<file path="src/rtl/scorer_input_encoder.sv">
// Scorer keypad front end: synchronises and debounces raw keys, holds an amendable
// pending entry, and emits one ball event per confirm followed by a hold-off window.
module scorer_input_encoder #(
  parameter int DEBOUNCE_CYCLES = 4,
  parameter int HOLDOFF_CYCLES  = 8
) (
  input  logic       clk,
  input  logic       reset,
  input  logic [6:0] key_run,
  input  logic       key_wicket,
  input  logic       key_confirm,
  input  logic       key_cancel,
  input  logic       innings_active,
  output logic       ball_bowled,
  output logic [2:0] runs_scored,
  output logic       wicket_fallen,
  output logic       entry_pending,
  output logic [2:0] pending_runs,
  output logic       pending_wicket,
  output logic       entry_error,
  output logic [1:0] enc_state
);

  // state   | meaning
  // IDLE    | waiting for a run or wicket key
  // SELECT  | entry pending; may be amended, cancelled or confirmed
  // EMIT    | one-cycle ball event towards the tracker
  // HOLDOFF | all presses ignored until the hold-off timer expires
  typedef enum logic [1:0] {
    IDLE    = 2'd0,
    SELECT  = 2'd1,
    EMIT    = 2'd2,
    HOLDOFF = 2'd3
  } state_t;

  localparam logic [7:0] DB_LAST  = 8'(DEBOUNCE_CYCLES - 1);
  localparam logic [7:0] HOLD_LEN = 8'(HOLDOFF_CYCLES);

  logic [9:0] raw_keys;
  logic [9:0] sync1;
  logic [9:0] sync2;
  logic [9:0] level;
  logic [9:0] press;
  logic [7:0] db_cnt [10];

  assign raw_keys = {key_cancel, key_confirm, key_wicket, key_run};

  // db_cnt counts consecutive samples that disagree with the accepted level
  always_ff @(posedge clk or negedge reset) begin
    if (!reset) begin
      sync1 <= '0;
      sync2 <= '0;
      level <= '0;
      press <= '0;
      for (int k = 0; k < 10; k++) db_cnt[k] <= '0;
    end else begin
      sync1 <= raw_keys;
      sync2 <= sync1;
      press <= '0;
      for (int k = 0; k < 10; k++) begin
        if (sync2[k] != level[k]) begin
          if (db_cnt[k] == DB_LAST) begin
            level[k]  <= sync2[k];
            press[k]  <= sync2[k];
            db_cnt[k] <= '0;
          end else begin
            db_cnt[k] <= db_cnt[k] + 8'd1;
          end
        end else begin
          db_cnt[k] <= '0;
        end
      end
    end
  end

  logic [6:0] run_press;
  logic       wkt_press;
  logic       conf_press;
  logic       canc_press;
  logic       run_any;
  logic       run_multi;
  logic [2:0] run_idx;

  assign run_press  = press[6:0];
  assign wkt_press  = press[7];
  assign conf_press = press[8];
  assign canc_press = press[9];
  assign run_any    = |run_press;
  assign run_multi  = (run_press & (run_press - 7'd1)) != 7'd0;

  always_comb begin
    run_idx = '0;
    for (int i = 0; i < 7; i++) begin
      if (run_press[i]) run_idx = 3'(i);
    end
  end

  state_t     state, state_nxt;
  logic [7:0] hold_cnt, hold_nxt;
  logic [2:0] prun_nxt, rs_nxt;
  logic       pwkt_nxt, wf_nxt, ball_nxt, err_nxt;

  always_ff @(posedge clk or negedge reset) begin
    if (!reset) begin
      state          <= IDLE;
      hold_cnt       <= '0;
      pending_runs   <= '0;
      pending_wicket <= 1'b0;
      ball_bowled    <= 1'b0;
      runs_scored    <= '0;
      wicket_fallen  <= 1'b0;
      entry_error    <= 1'b0;
      entry_pending  <= 1'b0;
    end else begin
      state          <= state_nxt;
      hold_cnt       <= hold_nxt;
      pending_runs   <= prun_nxt;
      pending_wicket <= pwkt_nxt;
      ball_bowled    <= ball_nxt;
      runs_scored    <= rs_nxt;
      wicket_fallen  <= wf_nxt;
      entry_error    <= err_nxt;
      entry_pending  <= (state_nxt == SELECT);
    end
  end

  always_comb begin
    state_nxt = state;
    hold_nxt  = hold_cnt;
    prun_nxt  = pending_runs;
    pwkt_nxt  = pending_wicket;
    ball_nxt  = 1'b0;
    rs_nxt    = '0;
    wf_nxt    = 1'b0;
    err_nxt   = 1'b0;
    case (state)
      IDLE: begin
        if (innings_active) begin
          if (run_multi) begin
            err_nxt = 1'b1;
          end else if (run_any || wkt_press) begin
            state_nxt = SELECT;
            prun_nxt  = run_any ? run_idx : 3'd0;
            pwkt_nxt  = wkt_press;
          end else if (conf_press) begin
            err_nxt = 1'b1;
          end
        end
      end
      SELECT: begin
        if (!innings_active || (!run_multi && canc_press)) begin
          state_nxt = IDLE;
          prun_nxt  = '0;
          pwkt_nxt  = 1'b0;
        end else if (run_multi) begin
          err_nxt = 1'b1;
        end else begin
          // amendments land first so a same-cycle confirm emits the updated entry
          if (run_any)   prun_nxt = run_idx;
          if (wkt_press) pwkt_nxt = ~pending_wicket;
          if (conf_press) begin
            state_nxt = EMIT;
            ball_nxt  = 1'b1;
            rs_nxt    = prun_nxt;
            wf_nxt    = pwkt_nxt;
            prun_nxt  = '0;
            pwkt_nxt  = 1'b0;
          end
        end
      end
      EMIT: begin
        state_nxt = HOLDOFF;
        hold_nxt  = HOLD_LEN;
      end
      HOLDOFF: begin
        hold_nxt = hold_cnt - 8'd1;
        if (hold_cnt == 8'd1) state_nxt = IDLE;
      end
      default: state_nxt = IDLE;
    endcase
  end

  assign enc_state = state;

endmodule
</file>
<file path="config.mk">
export PLATFORM = sky130hd
export DESIGN_NAME = scorer_input_encoder
export DESIGN_NICKNAME = d
export VERILOG_FILES = /design/src/rtl/scorer_input_encoder.sv
export SDC_FILE = /design/constraint.sdc
export NUM_CORES = 1
export LEC_CHECK = 0
export ABC_CLOCK_PERIOD_IN_PS = 5600
export CAP_MARGIN = 40
export CORE_MARGIN = 2
export CORE_UTILIZATION = 50
export DETAILED_ROUTE_END_ITERATION = 7
export GPL_ROUTABILITY_DRIVEN = 0
export PLACE_DENSITY = 0.75
export SLEW_MARGIN = 30
export SYNTH_ARGS = -nofsm -noshare
export SYNTH_HDL_FRONTEND = slang
export SYNTH_SLANG_ARGS = --single-unit
</file>
<file path="constraint.sdc">
create_clock -name clk -period 5.6 [get_ports clk]
set_input_delay 1.12 -clock clk [delete_from_list [all_inputs] [get_ports clk]]
set_output_delay 1.12 -clock clk [all_outputs]
set_load 0.005 [all_outputs]
</file>
==> results by group <==
Status
  • Run status: finished, final reports clean

Final layout
  • Layout cell share with drive strength beyond 1: 0.0829
  • Final #Nets: 605
  • Leading cell type in the layout, fill and taps excluded: dfrtp_1
  • Most frequent cells in the layout: dfrtp_1 (141), nor2_1 (83), xor2_1 (50)
  • Area growth, synth to finish: 16.6%
  • Antenna Cells: 0

Clock network
  • H-tree depth: 4
  • TritonCTS buffer count: 17
  • Postcts setup bufs: 0
  • Clk root buf: clkbuf_16
  • Deepest clock path buffer count: 2
  • Post-CTS Hold Fix Bufs: 0
  • Clock sink count: 141
  • Worst skew pair latency: 0.42 ns
  • Clock transition at path regs: 0.05 ns
  • Gates resized, CTS repair: 0
  • CTS tree: done

Yosys
  • Async set or reset register ratio after synthesis: 1.00
  • Seq/Total Area, Yosys: 0.585
  • Mapped Area: 0.00603 mm2
  • Mapped Avg Cell Area: 11.2 um2
  • Top_reg_cell synth: dfrtp_1
  • EDFF count, synth: 0
  • Synthesized Nets: 564
  • Yosys reg bits: 141
  • Count of cell types in the netlist: 42
  • Ys Warns: 0
  • Synth Instances: 539

Power and ir drop
  • Leak: 3.21 nW
  • Sw Pwr: 0.790 mW
  • Sw Ratio: 0.283
  • Max VDD drop: 0.000233 V
  • Overall power: 2.80 mW
  • Pwr dens: 398 mW/mm2
  • Design internal power: 2.01 mW
  • Logic pwr share: 0.156
  • Clk pwr share: 0.386
  • Flop pwr share: 0.458

Die
  • FP Rows: 40
  • Core Area: 0.0119 mm2
  • Die Area: 0.0129 mm2
  • # IOs: 26
  • Die extent in y: 114 um
  • Die Width: 114 um
  • Starting Density: 0.506

Worst hold path
  • Hold Crit Class: flop to flop
  • Hold depth: 0
  • Hold_sp: sync1[1]
  • Worst hold endpoint: sync2[1]

Routing
  • Vias per Instance: 5.39
  • Via count of the routed design: 3980
  • DR pass1 iterations: 4
  • Post-route DRC: 0
  • Total length of routed wires: 10600 um
  • Antenna Nets Post-Route: 0
  • DR iter-0 viols: 294
  • DR WL/cell: 14.3 um

Worst setup path
  • Crit-path slowest cell: dfrtp_1
  • Cells along the critical path: clkdlybuf4s50_1
  • Worst Setup End Kind: output pin
  • Critical Path Start Type: flop
  • Crit path max fanout: 17
  • Top delay family on crit path: flip-flops
  • R2R depth: 5
  • Crit-path max cell delay: 0.66 ns
  • R2R Setup Slk: 3.54 ns
  • Reg-to-reg critical path startpoint: press[3]
  • Crit Path Category: flop to output pin
  • CP Data Required Time: 4.48 ns
  • Worst EP arrival: 1.68 ns
  • CP bufs+invs: 1
  • R2r endpoint: pending_runs[0]

GRT
  • Number of global-route vias before repair: 4106
  • All-Layer GR Usage: 0.182
  • Initial antenna violation count: 0
  • First-pass GRT wire length: 18500 um
  • Largest net degree at the start of global routing: 65
  • GR Overflow Total: 0

STA
  • Achievable Freq: 358 MHz
  • Hold_ws: 0.345 ns
  • RSZ-0062 raised after global routing: no
  • Fin. Hold Viols: 0
  • Worst-margin pin slew: 0.513 ns
  • Setup tns final: 0 ns
  • Setup ws final: 2.80 ns
  • Clk_skew: 0.00438 ns
  • Final worst path period share: 0.499
  • Slew HR: 0.658
  • Setup-failing EPs final: 0
  • Max Transition Viols Final: 0
  • Min cycle time layout: 2.80 ns

Placement
  • # port buffers: 25
  • Pre-CTS WS: 2.95 ns
  • Final HPWL DP: 7280 um

Flow run
  • Max-cap violations: 0
-- sequential cells by signal, indices dropped and copies added, names as in the netlist --
name            cells
pending_wicket      1
enc_state           2
press              10
entry_pending       1
wicket_fallen       1
entry_error         1
sync1              10
runs_scored         3
level              10
hold_cnt            8
sync2              10
pending_runs        3
db_cnt             80
ball_bowled         1
-- routing by layer --
metal,GRT usage,vias to the layer above,share of wire
li1,-,1929,-
met1,0.218,1962,0.44
met2,0.301,74,0.50
met3,0.0680,15,0.047
met4,0.0683,0,0.016
met5,0,-,0
-- Yosys cell counts, drive strengths merged (2+ instances only) --
library cell	number	area [um2]
dfrtp	141	3530
inv	7	26.3
mux2	10	113
xor2	50	438
buf	4	38.8
o22ai	3	18.8
a211oi	3	22.5
nor3	15	75.1
nor4b	11	96.3
and2	7	43.8
clkbuf	2	7.51
o211ai	2	15.0
ha	12	150
xnor2	22	193
o21a	5	37.5
nand3	45	225
nand2b	3	18.8
nor2	83	312
or4	2	18.8
and3	24	150
nor3b	10	75.1
o2bb2ai	2	17.5
nor2b	2	12.5
nand2	37	139
o21bai	2	15.0
nand4	2	12.5
o31ai	2	20.0
o21ai	14	70.1
or3	2	12.5
a21oi	6	30.0
-- power groups by stage --
stage               registers [mW]  logic [mW]  clock network (mW)
CTS                           1.28       0.445                1.10
detailed placement            1.29       0.437                   0
global route                  1.30       0.506                1.15
global placement              1.28       0.412                   0
floorplan                     1.26       0.328                   0
finish                        1.28       0.436                1.08
-- cell type report --
type | instances | area [um2]
fillers | 989 | 4880
flip-flops and latches | 141 | 3530
multi-input cells | 385 | 2430
clock buffers | 19 | 453
repair buffers | 28 | 292
well taps | 147 | 184
clock inverters | 11 | 119
inverters | 7 | 26.3
-- per-stage QoR --
step	utilization	std cells	cell area [um2]
after detailed placement	0.542	707	6450
after CTS	0.590	737	7020
after floorplan	-	539	6030
after global placement	0.539	706	6420
final	0.590	738	7030
after global routing	0.590	738	7030
-- logic make-up (layout without fill, tap and decap cells) --
group / after synthesis / in the layout / synth area share
fa+ha+maj: 13 / 13 / 0.0266
flops: 141 / 141 / 0.585
buf+inv: 13 / 65 / 0.0120
compound gates: 43 / 43 / 0.0494
xor+xnor: 72 / 72 / 0.105
simple gates: 246 / 246 / 0.202
mux: 11 / 11 / 0.0203
-- how the worst max path moves through the flow --
stage	endpoint	cells past startpoint	from
floorplan	pending_runs[2]	4	innings_active
global placement	pending_runs[2]	5	innings_active
detailed placement	pending_runs[0]	5	innings_active
CTS	enc_state[1]	1	enc_state[1]
global route	enc_state[1]	1	enc_state[1]
finish	enc_state[1]	1	enc_state[1]
Power figures use the tool's default switching activity.
